--- src/rtl/bus_pkg.sv ---
// Shared types and constants for the memory-bus stage: FSM states, bus widths
// and the latched request record.
package bus_pkg;

  localparam int BUS_TIMEOUT_DEFAULT = 16;
  localparam int DATA_W              = 32;
  localparam int ADDR_W              = 32;
  localparam int SEL_W               = 4;

  typedef enum logic [1:0] {
    B_IDLE = 2'd0,
    B_REQ  = 2'd1,
    B_RESP = 2'd2
  } bus_state_t;

  typedef struct packed {
    logic              we;
    logic [ADDR_W-1:0] adr;
    logic [DATA_W-1:0] dat;
    logic [SEL_W-1:0]  sel;
  } bus_req_t;

endpackage

--- src/rtl/bus_timeout_counter.sv ---
// Watchdog counter for the bus request phase; flags the last allowed cycle
// so the FSM can abort a cycle the slave never acknowledges.
module bus_timeout_counter #(
  parameter int TIMEOUT_CYCLES = 16
) (
  input  logic clk,
  input  logic rst,
  input  logic en,
  input  logic clr,
  output logic expired
);

  localparam int CNT_W = $clog2(TIMEOUT_CYCLES);
  localparam logic [CNT_W-1:0] LAST = CNT_W'(TIMEOUT_CYCLES - 1);

  logic [CNT_W-1:0] count;

  always_ff @(posedge clk) begin
    if (rst || clr) begin
      count <= '0;
    end else if (en) begin
      count <= count + CNT_W'(1);
    end
  end

  assign expired = en && (count == LAST);

endmodule

--- src/rtl/bus_interface.sv ---
// Single-outstanding Wishbone-classic master: latches one upstream request,
// runs it on the memory bus, and reports completion/timeout with a done strobe.
module bus_interface
  import bus_pkg::*;
#(
  parameter int TIMEOUT_CYCLES = BUS_TIMEOUT_DEFAULT
) (
  input  logic              clk,
  input  logic              rst,
  input  logic              req_read,
  input  logic              req_write,
  input  logic [ADDR_W-1:0] req_addr,
  input  logic [DATA_W-1:0] req_wdata,
  input  logic [SEL_W-1:0]  req_sel,
  output logic              bus_full,
  output logic [DATA_W-1:0] rdata,
  output logic              done,
  output logic              error,
  output logic              mem_cyc,
  output logic              mem_stb,
  output logic              mem_we,
  output logic [SEL_W-1:0]  mem_sel,
  output logic [ADDR_W-1:0] mem_adr,
  output logic [DATA_W-1:0] mem_dat_o,
  input  logic [DATA_W-1:0] mem_dat_i,
  input  logic              mem_ack
);

  bus_state_t state, state_next;
  bus_req_t   req_q;

  logic take_req;
  logic ack_hit;
  logic timed_out;
  logic cnt_en;
  logic cnt_clr;
  logic cnt_expired;

  // Counter runs only in the request phase; an ack or expiry resets it early.
  assign cnt_en  = (state == B_REQ);
  assign cnt_clr = (state != B_REQ) || mem_ack || cnt_expired;

  bus_timeout_counter #(
    .TIMEOUT_CYCLES(TIMEOUT_CYCLES)
  ) u_timeout (
    .clk    (clk),
    .rst    (rst),
    .en     (cnt_en),
    .clr    (cnt_clr),
    .expired(cnt_expired)
  );

  always_ff @(posedge clk) begin
    if (rst) begin
      state <= B_IDLE;
    end else begin
      state <= state_next;
    end
  end

  always_comb begin
    state_next = state;
    take_req   = 1'b0;
    ack_hit    = 1'b0;
    timed_out  = 1'b0;
    case (state)
      B_IDLE: begin
        if (req_read || req_write) begin
          take_req   = 1'b1;
          state_next = B_REQ;
        end
      end
      B_REQ: begin
        // Ack takes priority over a simultaneous expiry.
        if (mem_ack) begin
          ack_hit    = 1'b1;
          state_next = B_RESP;
        end else if (cnt_expired) begin
          timed_out  = 1'b1;
          state_next = B_RESP;
        end
      end
      B_RESP: begin
        state_next = B_IDLE;
      end
      default: begin
        state_next = B_IDLE;
      end
    endcase
  end

  // Registered outputs, derived from the state being entered.
  always_ff @(posedge clk) begin
    if (rst) begin
      req_q    <= '0;
      mem_cyc  <= 1'b0;
      mem_stb  <= 1'b0;
      bus_full <= 1'b0;
      done     <= 1'b0;
      error    <= 1'b0;
      rdata    <= '0;
    end else begin
      if (take_req) begin
        req_q.we  <= !req_read;
        req_q.adr <= req_addr;
        req_q.dat <= req_wdata;
        req_q.sel <= req_sel;
      end
      mem_cyc  <= (state_next == B_REQ);
      mem_stb  <= (state_next == B_REQ);
      bus_full <= (state_next != B_IDLE);
      done     <= (state_next == B_RESP);
      error    <= timed_out;
      if (!req_q.we) begin
        if (ack_hit) begin
          rdata <= mem_dat_i;
        end else if (timed_out) begin
          rdata <= '0;
        end
      end
    end
  end

  assign mem_we    = req_q.we;
  assign mem_adr   = req_q.adr;
  assign mem_dat_o = req_q.dat;
  assign mem_sel   = req_q.sel;

endmodule

--- config.mk ---
export PLATFORM = sky130hd
export DESIGN_NAME = bus_interface
export DESIGN_NICKNAME = d
export VERILOG_FILES = /design/src/rtl/bus_pkg.sv /design/src/rtl/bus_timeout_counter.sv /design/src/rtl/bus_interface.sv
export SDC_FILE = /design/constraint.sdc
export NUM_CORES = 1
export LEC_CHECK = 0
export BUFFER_PORTS_ARGS = -buffer_cell sky130_fd_sc_hd__buf_2
export CAP_MARGIN = 20
export CORE_ASPECT_RATIO = 0.9
export CORE_MARGIN = 10
export CORE_UTILIZATION = 49
export CTS_CLUSTER_DIAMETER = 150
export DETAILED_ROUTE_END_ITERATION = 8
export GPL_TIMING_DRIVEN = 0
export PLACE_DENSITY_LB_ADDON = 0.05
export SLEW_MARGIN = 20
export SYNTH_ARGS = -nofsm -noshare
export SYNTH_HDL_FRONTEND = slang
export SYNTH_SLANG_ARGS = --single-unit
export TNS_END_PERCENT = 30
--- constraint.sdc ---
create_clock -name clk -period 2.6 [get_ports clk]
set_clock_uncertainty 0.2 [all_clocks]
set_input_delay 0 -clock clk [delete_from_list [all_inputs] [get_ports clk]]
set_output_delay 0 -clock clk [all_outputs]
set_load 0.01 [all_outputs]
After elaboration in Yosys (flattened, before gate mapping) --
Cells that the tools add are included.
Operators by class: $add $sub $neg 1, multiply operators 0, divide/modulo/power cells 0, $lt $le $gt $ge 0, equality and inequality tests 5, shifts and indexed selects 0, muxes and demuxes 13, bitwise operators 1, reductions and logical operators 10
Operator list (number):
- $mux W32 | 2
- $mux W1 | 7
- $mux W2 | 3
- $add A4 B1 Y4 const B | 1
- $eq A2 B1 Y1 const B | 2
- $eq A4 B4 Y1 const B | 1
- $logic_or A1 B1 Y1 | 4
- $pmux W2 S2 | 1
- $reduce_bool A2 Y1 | 2
- $eq A2 B2 Y1 const B | 1
- $logic_not A2 Y1 | 1
- $ne A2 B1 Y1 const B | 1
- $reduce_and A2 Y1 | 1
- $logic_and A1 B1 Y1 | 1
- $logic_not A1 Y1 | 1
- $not A1 Y1 | 1
Storage, ports and cells: flip-flop bits (word level) 111, latch bits 0, memory bits (writable) 0, memory bits (read-only) 0, input bits 105, output and inout port bits 106, logic and storage cells 41, memories 0

Longest topological paths before layout --
Gate-level depths: netlist of the first run.
word-level depth 7, gate-level depth with buffers 6, depth with buffers taken out 4

Modules after synthesis --
From an unflattened synthesis of the first run, not the netlist that was laid out.
Unflattened totals: cells, all modules 494, area total of the unflattened synthesis 4586.9 µm²
Modules (own cells, without submodules):
- bus_interface | instances 1, cells each 477, area an instance 4400.5 µm², sequential area each 2142.1 µm²
- bus_timeout_counter | instances 1, cells each 17, area an instance 186.4 µm², sequential area each 80.1 µm²

Worst setup path after synthesis of the first run --
OpenSTA, ideal clock, no wires.
path type flip-flop to flip-flop, start reg u_timeout.count[0], end reg mem_stb, library setup time 0.101 ns, data arrival time 1.406 ns, data required time 2.299 ns, path slack 0.893 ns, stages on the path, launching flop included 6, path buffers 1, clock period less this slack 1.707 ns, cell sequence dfxtp_1 -> ha_1 -> a31oi_1 -> clkbuf_1 -> nand3_1 -> o41ai_1
Between the ends: word-level cells in the longest chain between the ends 6
RTL lines:
- start: declaration | RTL line bus_timeout_counter.sv:16 | logic [CNT_W-1:0] count;
- start signal: assignment | RTL line bus_timeout_counter.sv:22 | count <= count + CNT_W'(1);
- $eq A4 B4 Y1 | RTL line bus_timeout_counter.sv:26 | assign expired = en && (count == LAST);
- $logic_and A1 B1 Y1 | RTL line bus_timeout_counter.sv:26
- $mux W2 | RTL line bus_interface.sv:78 | end else if (cnt_expired) begin
- $mux W2 | RTL line bus_interface.sv:75 | if (mem_ack) begin
- $pmux W2 S2 | RTL line bus_interface.sv:66 | case (state)
- $eq A2 B1 Y1 | RTL line bus_interface.sv:110 | mem_stb <= (state_next == B_REQ);
- end signal: assignment | RTL line bus_interface.sv:110
- end: declaration | RTL line bus_interface.sv:20 | output logic mem_stb,
Every way passes these cells. A chain may end at the register's enable or synchronous reset.

Final worst setup path of the first run --
Same ends and word-level chain as after synthesis.

==> results.md, run 1 <==
- # clock sinks: 111
- DRC: 0
- Number of synthesized flops with an enable pin: 0
- Bufs on Longest Clock Path: 2
- Slew Limit Fails: 0
- Worst-path clk slew: 0.10 ns
- Synth Net Count: 597
- Setup-failing EPs final: 0
- Layout cell share with drive strength beyond 1: 29.8%
- Initial DRC Count: 356
- Fill count: 590
- Post-synth ARST share: 0%
- Core area: 0.00861 mm^2
- Synth Instances: 491
- Met3 GRT Util: 8.66%
- CTS-repair resized insts: 0
- Initial antenna violation count: 1
- Hold_buf cts: 104
- Commonest non-fill, non-tap cell in the layout: buf_2
- Largest net degree at the start of global routing: 19
- Synth warnings: 0
- Setup repair bufs after CTS: 0
- Max_slew headroom: 59.4%
- DR WL/cell: 17.0 um
- Status: finished, final reports clean
- Worst path slowest cell: a31oi_1
- Crit path largest cell delay: 0.51 ns
- CP max FO: 10
- Crit. End Element: register
- First-pass GRT wire length: 25,200 um
- Synth Register Bits: 111
- Endpoints failing hold: 0
- RSZ-0062 raised after global routing: false
- Finished Layout Cells: 941
- Full die area: 0.0130 mm^2
- Vias: 4,919
- Drt total wl: 16,000 um
- Layout Utilization: 78.9%
- Root buf cell: clkbuf_8
- Post-DRT Antenna Nets: 0
- Min Tclk post-route: 2.16 ns
- Worst hold margin: 0.144 ns
- Sequential-to-total area share from yosys stat: 51.2%
- Period utilization: 82.9%
- PD cells: 563 mW/mm^2
- Initial core utilization: 50.5%
- CP Cell Sequence: ha_1, a31oi_1, clkbuf_1, nand3_1, o41ai_1
- Worst-Skew Late Latency: 0.36 ns
- CP Launch Type: register
- Hold crit path type: primary input to register
- Most frequent cells in the layout: buf_2, dfxtp_1, dlygate4sd3_1
- H-tree depth: 3
- GRT Max-Usage Layer: met2
- Final setup TNS: 0 ns
- Cell variety after synth: 24
- Worst slew pin tran: 0.606 ns
- DP HPWL: 10,600 um
- Vias per cell: 5.23
- Leakage power: 3.00 nW
- Total power: 3.82 mW
- Number of global-route vias before repair: 4,926
- Number of core rows: 32
- Area grow syn2layout: 56.3%
- Worst vdd ir: 0.400 mV
- Met1 Use GR: 27.5%
- Ports: 211
- Mean area per synthesized cell: 8.85 um^2
- Dpl cells: 819
- Total track usage: 23.3%
- GR Overflow Total: 0
- Max Clk Rate: 464 MHz
- Die H: 109 um
- TritonCTS clock tree: yes
- Gpl congestion: 0.834
- Post-Synthesis Cell Area: 0.00434 mm^2
- Die Width: 119 um
- NumNets Final: 921
- Met2 Use GR: 39.8%
- CP arrival: 2.20 ns
- Main synth FF type: dfxtp_1
- Critical Path RT: 2.64 ns
- Max-Cap Viols: 0
- Num CTS Buffers: 9
- DR pass1 iterations: 5
- Input/output buffers: 209
- Crit path kind: register to register
-- stage by stage --
| step | area, um^2 | setup slack (ns) |
|---|---|---|
| after global routing | 6790 | 0.240 |
| after floorplan | 4340 | 0.893 |
| after global placement | 5540 | 0.537 |
| after CTS | 6790 | 0.467 |
| after detailed placement | 5540 | 0.501 |
| final | 6790 | 0.444 |
-- area by class of cell --
type                       instances  area, um^2  area share, %
sequential                       111        2220           32.7
timing repair buffer             313        2090           30.7
multi-input combinational        326        1880           27.7
buffer                            53         236           3.48
tap                              119         149           2.19
clock buffer                      10         138           2.03
clock inverter                     6        68.8           1.01
antenna                            2        5.00         0.0737
inverter                           1        3.75         0.0553
-- logic make-up (layout without fill, tap and decap cells) --
| kind of cell | Yosys count | count (layout) | synth area share (%) |
|---|---|---|---|
| compound gates | 206 | 206 | 24.2 |
| xor+xnor | 2 | 2 | 0.403 |
| fa+ha+maj | 1 | 1 | 0.288 |
| buf+inv | 54 | 383 | 5.53 |
| flops | 111 | 111 | 51.2 |
| other cells | 0 | 2 | 0 |
| simple gates | 117 | 117 | 18.5 |
-- synth_stat cells (all sizes together) (2+ instances only) --
library cell | n | area, um^2
dfxtp | 111 | 2220
o41ai | 2 | 17.5
a21oi | 100 | 500
nand3 | 3 | 15.0
buf | 8 | 67.6
o21ai | 100 | 500
nor2 | 8 | 30.0
or3b | 69 | 604
clkbuf | 45 | 169
nor3 | 2 | 10.0
nand2 | 33 | 124
-- state kept, by name, indices dropped and copies added, names as in the netlist --
signal / cells
bus_full: 1
done: 1
error: 1
mem_adr: 32
mem_dat_o: 32
mem_sel: 4
mem_stb: 1
mem_we: 1
rdata: 32
state: 2
u_timeout.count: 4
-- where the power goes --
group | internal, mW | switching [mW]
clock | 0.478 | 0.589
combinational | 0.415 | 0.453
sequential | 1.83 | 0.0614
-- path summary, 6_finish.rpt --
check | from | to | slack [ns] | depth (start not counted)
setup / recovery | u_timeout.count[0] | mem_stb | 0.44 | 5
setup reg to reg | u_timeout.count[0] | mem_stb | 0.44 | 5
hold / removal | req_write | mem_we | 0.14 | 5
hold reg to reg | mem_dat_o[27] | mem_dat_o[27] | 0.28 | 2
-- routing by layer --
layer,part of all wire (%),up-vias
met5,0,-
met4,1.7,0
met3,8.8,21
met2,48,217
met1,41,2298
li1,-,2383
-- worst max-delay path: cells and delay by family (launching register included) --
family / cells / cell delay (ns)
AOI/OAI and AO/OA: 2 / 0.64
adders and majority gates: 1 / 0.25
buffers and inverters: 1 / 0.37
DFF: 1 / 0.35
and+or+nand+nor: 1 / 0.23
Note: power is estimated with default switching activity, not from simulation.
==> run 2, diff against run 1 <==
Settings changed: CORE_UTILIZATION 49 to 46.
Clock period 2.6 ns to 2.1 ns, I/O delays scaled along.
==> run 2 against run 1 <==
Sequential power up 24%; highest routed layer unchanged; largest power group unchanged; final area down 0.11%; cell count unchanged.
==> results.md, run 2 (synthesis results as in run 1) <==
- Critical Path RT: 2.19 ns (was 2.64 ns)
- Post-DRT Antenna Nets: 0 (unchanged)
- Crit. End Element: register (unchanged)
- Vias per cell: 5.15 (was 5.23)
- Gate power share: 22.8% (was 22.7%)
- Die Width: 122 um (was 119 um)
- Initial core utilization: 47.4% (was 50.5%)
- Endpoints failing hold: 0 (unchanged)
- Die H: 112 um (was 109 um)
- Ports: 211 (unchanged)
- Drt total wl: 15,500 um (was 16,000 um)
- PD cells: 690 mW/mm^2 (was 563 mW/mm^2)
- Vias: 4,849 (was 4,919)
- Clock share of power: 27.2% (was 27.9%)
- Max-Cap Viols: 0 (unchanged)
- Crit path largest cell delay: 0.39 ns (was 0.51 ns)
- CP Buf/Inv Count: 1 (unchanged)
- Psw: 1.36 mW (was 1.10 mW)
- Highest Signal Layer: met4 (unchanged)
- RSZ-0062 raised after global routing: false (unchanged)
- Period utilization: 91.2% (was 82.9%)
- Commonest non-fill, non-tap cell in the layout: buf_2 (unchanged)
- Setup-failing EPs final: 0 (unchanged)
- Layout cell share with drive strength beyond 1: 30.2% (was 29.8%)
- Crit path kind: register to register (unchanged)
- Worst slew pin tran: 0.532 ns (was 0.606 ns)
- Max Clk Rate: 522 MHz (was 464 MHz)
- NumNets Final: 920 (was 921)
- Core area: 0.00917 mm^2 (was 0.00861 mm^2)
- Worst vdd ir: 0.394 mV (was 0.400 mV)
- Initial DRC Count: 379 (was 356)
- Worst-Skew Late Latency: 0.36 ns (about the same)
- Met1 wire length: 6190 um (was 6550 um)
- GR Overflow Total: 0 (unchanged)
- Ant diodes: 0 (was 2)
- Final setup TNS: 0 ns (unchanged)
- Largest net degree at the start of global routing: 19 (unchanged)
- DRC: 0 (unchanged)
- Hold crit path type: primary input to register (unchanged)
- Slew Limit Fails: 0 (unchanged)
- Fill count: 718 (was 590)
- DP HPWL: 10,500 um (was 10,600 um)
- Area grow syn2layout: 56.2% (was 56.3%)
- First-pass GRT wire length: 24,400 um (was 25,200 um)
- Num CTS Buffers: 9 (unchanged)
- DR WL/cell: 16.5 um (was 17.0 um)
- Full die area: 0.0137 mm^2 (was 0.0130 mm^2)
- Sequential Power Share: 50.1% (was 49.4%)
- Register area: 0.00222 mm^2 (unchanged)
- Number of core rows: 33 (was 32)
- H-tree depth: 3 (unchanged)
- Total power: 4.68 mW (was 3.82 mW)
- Met2 Routed Length: 7750 um (was 7740 um)
- CP max FO: 10 (unchanged)
- # clock sinks: 111 (unchanged)
- Status: finished, final reports clean (unchanged)
- Root buf cell: clkbuf_8 (unchanged)
- Total track usage: 21.5% (was 23.3%)
- CP Launch Type: register (unchanged)
- Bufs on Longest Clock Path: 2 (unchanged)
- CP Cell Sequence: ha_1, a31oi_2, clkbuf_1, o21ai_0, a21oi_1 (was ha_1, a31oi_1, clkbuf_1, nand3_1, o41ai_1)
- Gpl congestion: 0.801 (was 0.834)
- Worst path slowest cell: a31oi_2 (was a31oi_1)
- DR pass1 iterations: 5 (unchanged)
- Sw Share: 29.0% (was 28.9%)
- Worst-path clk slew: 0.10 ns (about the same)
- Max_slew headroom: 64.5% (was 59.4%)
- Initial antenna violation count: 0 (was 1)
- CP arrival: 2.00 ns (was 2.20 ns)
- Input/output buffers: 209 (unchanged)
- Area of the multi-input gates: 0.00189 mm^2 (was 0.00188 mm^2)
- Met3 WL: 1370 um (was 1400 um)
- P_int: 3.32 mW (was 2.72 mW)
- Number of global-route vias before repair: 4,718 (was 4,926)
- Min Tclk post-route: 1.91 ns (was 2.16 ns)
- Setup repair bufs after CTS: 0 (unchanged)
- Most frequent cells in the layout: buf_2, dfxtp_1, dlygate4sd3_1 (unchanged)
- Leakage power: 3.00 nW (about the same)
- TritonCTS clock tree: yes (unchanged)
- CP delay by family, top: compound AO/OA/AOI/OAI gates (unchanged)
run 2: cell types whose count changed in the layout (fill, tap and decap cells not counted), moves of 2 or more:
| cell | before | now |
|---|---|---|
| clkbuf_1 | 45 | 43 |
| clkbuf_2 | 0 | 2 |
| diode_2 | 2 | 0 |
| clkbuf_8 | 10 | 12 |
run 2: what timing repair did:
item | CTS | global route
hold buffers | 103 | 0
resized for setup | 1 | 4
endpoints found under the hold margin | 105 | 0
gates cloned | 0 | 0
setup endpoints to repair | 5 | 8
run 2: area by class of cell:
class                      instances  share of cell area [%]
tap                              122                    2.25
inverter                           1                  0.0553
clock inverter                     4                   0.535
buffer                            53                    3.52
sequential                       111                    32.8
clock buffer                      12                    2.43
timing repair buffer             312                    30.6
multi-input combinational        326                    27.8
run 2: final timing paths:
kind | from | endpoint | slack [ns] | cells past startpoint
max | u_timeout.count[0] | rdata[31] | 0.19 | 5
min | req_write | mem_we | 0.16 | 5
max reg2reg | u_timeout.count[0] | rdata[31] | 0.19 | 5
min reg2reg | u_timeout.count[0] | u_timeout.count[0] | 0.26 | 1
run 2: routing by layer:
metal / vias up / track usage [%]
met5: - / 0
met4: 0 / 4.95
met3: 17 / 7.57
met2: 181 / 36.7
met1: 2262 / 25.2
li1: 2389 / -
run 2: worst register-to-register path: stages (launching register included):
cell,delay [ns]
dfxtp_1,0.34
ha_1,0.24
a31oi_2,0.39
clkbuf_1,0.36
o21ai_0,0.16
a21oi_1,0.16
run 2: metrics by stage:
step / instance area [um^2] / instances / setup WS, ns / util, % / hold WS (ns)
after CTS: 6780 / 941 / 0.120 / 74.0 / 0.155
after floorplan: 4340 / 491 / 0.393 / - / -0.123
final: 6780 / 941 / 0.185 / 74.0 / 0.164
after detailed placement: 5540 / 822 / 0.00284 / 60.5 / 0.0175
after global placement: 5540 / 822 / 0.0446 / 60.5 / 0.0106
after global routing: 6780 / 941 / 0.0168 / 74.0 / 0.180
run 2: power groups by stage:
stage                     Clock (mW)  Combinational (mW)  Sequential [mW]
after global routing            1.39                1.17             2.36
after CTS                       1.31                1.06             2.34
after floorplan                    0               0.437             2.46
after global placement             0               0.888             2.38
final                           1.27                1.07             2.34
after detailed placement           0               0.905             2.39
==> run 3, diff against run 2 <==
Settings changed: CTS_CLUSTER_DIAMETER 150 to default, REMOVE_ABC_BUFFERS from default to 1.
==> run 3 against run 2 <==
Non-clock buffer count fell by 45; final area fell by 0.92%; utilization fell by 0.68 points; power fell by 3.0%; largest cell class unchanged.
==> results.md, run 3 (synthesis results as in run 1) <==
- Status: finished, final reports clean (unchanged)
- Initial core utilization: 47.4% (unchanged)
- DP HPWL: 9410 um (was 10,500 um)
- Worst hold margin: 0.190 ns (was 0.164 ns)
- DR pass1 iterations: 4 (was 5)
- Worst hold endpoint: mem_we (unchanged)
- Pre-CTS WS: -0.0309 ns (was 0.00284 ns)
- Number of core rows: 33 (unchanged)
- CP max FO: 32 (was 10)
- Max-Cap Viols: 0 (unchanged)
- Ports: 211 (unchanged)
- Clock share of power: 25.6% (was 27.2%)
- Largest net degree at the start of global routing: 70 (was 19)
- Leakage power: 2.97 nW (was 3.00 nW)
- CP arrival: 2.01 ns (was 2.00 ns)
- Num CTS Buffers: 9 (unchanged)
- RSZ-0062 raised after global routing: false (unchanged)
- Die Width: 122 um (unchanged)
- Crit. End Element: register (unchanged)
- Root buf cell: clkbuf_8 (unchanged)
- Vias per cell: 5.23 (was 5.15)
- Gate power share: 22.9% (was 22.8%)
- # clock sinks: 111 (unchanged)
- Min Tclk post-route: 1.96 ns (was 1.91 ns)
- Initial antenna violation count: 1 (was 0)
- Reg2Reg Depth: 3 (was 5)
- Endpoints failing hold: 0 (unchanged)
- Number of global-route vias before repair: 4,706 (was 4,718)
- Area of the multi-input gates: 0.00194 mm^2 (was 0.00189 mm^2)
- TritonCTS clock tree: yes (unchanged)
- Layout cell share with drive strength beyond 1: 31.8% (was 30.2%)
- Max Clk Rate: 511 MHz (was 522 MHz)
- Post-DRT Antenna Nets: 0 (unchanged)
- Initial DRC Count: 411 (was 379)
- Hold crit path type: primary input to register (unchanged)
- Register area: 0.00222 mm^2 (unchanged)
- Max_slew headroom: 44.3% (was 64.5%)
- DR WL/cell: 17.1 um (was 16.5 um)
- Commonest non-fill, non-tap cell in the layout: buf_2 (unchanged)
- Gpl congestion: 0.752 (was 0.801)
- Period utilization: 93.2% (was 91.2%)
- Finished Layout Cells: 899 (was 941)
- Crit path kind: register to register (unchanged)
- GR Overflow Total: 0 (unchanged)
- Hold Path Depth: 3 (was 5)
- Setup-failing EPs final: 0 (unchanged)
- PD cells: 675 mW/mm^2 (was 690 mW/mm^2)
- Bufs on Longest Clock Path: 2 (unchanged)
- DRC: 0 (unchanged)
- Final worst slack: 0.142 ns (was 0.185 ns)
- Slew Limit Fails: 0 (unchanged)
- Full die area: 0.0137 mm^2 (unchanged)
- RR Endpoint: rdata[25] (was rdata[31])
- Vias: 4,702 (was 4,849)
- Core area: 0.00917 mm^2 (unchanged)
- Total track usage: 21.2% (was 21.5%)
- CP Launch Type: register (unchanged)
- Worst slew pin tran: 0.832 ns (was 0.532 ns)
- Total power: 4.54 mW (was 4.68 mW)
- Worst vdd ir: 0.442 mV (was 0.394 mV)
- H-tree depth: 3 (unchanged)
- First-pass GRT wire length: 23,900 um (was 24,400 um)
- Sw Share: 29.5% (was 29.0%)
- Dpl cells: 776 (was 822)
- Worst-path clk slew: 0.11 ns (was 0.10 ns)
- Psw: 1.34 mW (was 1.36 mW)
- Setup repair bufs after CTS: 0 (unchanged)
- FF-to-FF Start: state[0] (was u_timeout.count[0])
- Most frequent cells in the layout: buf_2, dfxtp_1, dlygate4sd3_1 (unchanged)
- Drt total wl: 15,300 um (was 15,500 um)
- NumNets Final: 877 (was 920)
- Hold Path Origin: req_read (was req_write)
- Die H: 112 um (unchanged)
- Sequential Power Share: 51.5% (was 50.1%)
- P_int: 3.20 mW (was 3.32 mW)
- Fill count: 711 (was 718)
- Critical Path RT: 2.16 ns (was 2.19 ns)
- Area grow syn2layout: 54.7% (was 56.2%)
- Worst-Skew Late Latency: 0.36 ns (about the same)
- Input/output buffers: 210 (was 209)
- Register-to-register path setup slack: 0.14 ns (was 0.19 ns)
## run 3: worst max-delay path by stage
stage | from | endpoint | slack [ns] | cells after the start
after global routing | state[1] | mem_adr[20] | 0.03 | 3
after floorplan | req_read | mem_adr[31] | -1.75 | 3
after detailed placement | state[1] | mem_dat_o[12] | -0.03 | 3
after global placement | req_read | mem_adr[31] | -3.66 | 4
after CTS | u_timeout.count[0] | mem_stb | 0.03 | 4
final | state[0] | rdata[25] | 0.14 | 3
## run 3: metrics by stage
step | utilization, % | setup TNS (ns) | instance area (um^2)
after floorplan | - | -159.48 | 4110
after global placement | 57.9 | -340.32 | 5310
after detailed placement | 59.8 | -0.0817 | 5480
after CTS | 73.2 | 0 | 6710
after global routing | 73.3 | 0 | 6720
final | 73.3 | 0 | 6720
## run 3: final cells by class
| type | count | share of cell area (%) |
|---|---|---|
| Timing Repair Buffer | 320 | 33.1 |
| Sequential cell | 111 | 33.1 |
| Multi-Input combinational cell | 328 | 28.9 |
| Tap cell | 122 | 2.27 |
| Clock buffer | 10 | 1.90 |
| Clock inverter | 6 | 0.670 |
| Inverter | 1 | 0.0558 |
| Antenna cell | 1 | 0.0372 |
## run 3: power by group through the flow
stage               Combinational, mW  Clock, mW  Sequential (mW)
floorplan                       0.348          0             2.46
global placement                0.806          0             2.37
detailed placement              0.856          0             2.38
CTS                              1.03       1.21             2.34
global route                     1.14       1.28             2.36
finish                           1.04       1.16             2.34
## run 3: critical path, stage by stage (launching register included)
cell and delay, ns:
dfxtp_1 0.52, or3b_2 0.75, o21ai_0 0.28, a21oi_1 0.10
## run 3: metal layers
metal	vias to the layer above	share of wire (%)	track usage [%]
met5	-	0	0
met4	0	2.6	6.91
met3	30	7.3	6.31
met2	165	50	36.7
met1	2186	40	24.3
li1	2321	-	-
## run 3: repair_timing
item / CTS / global route
cloned: 1 / 1
pin swaps: 1 / 2
hold buffers: 104 / 0
setup endpoints to repair: 60 / 23
resized for setup: 1 / 0
endpoints found under the hold margin: 108 / 0
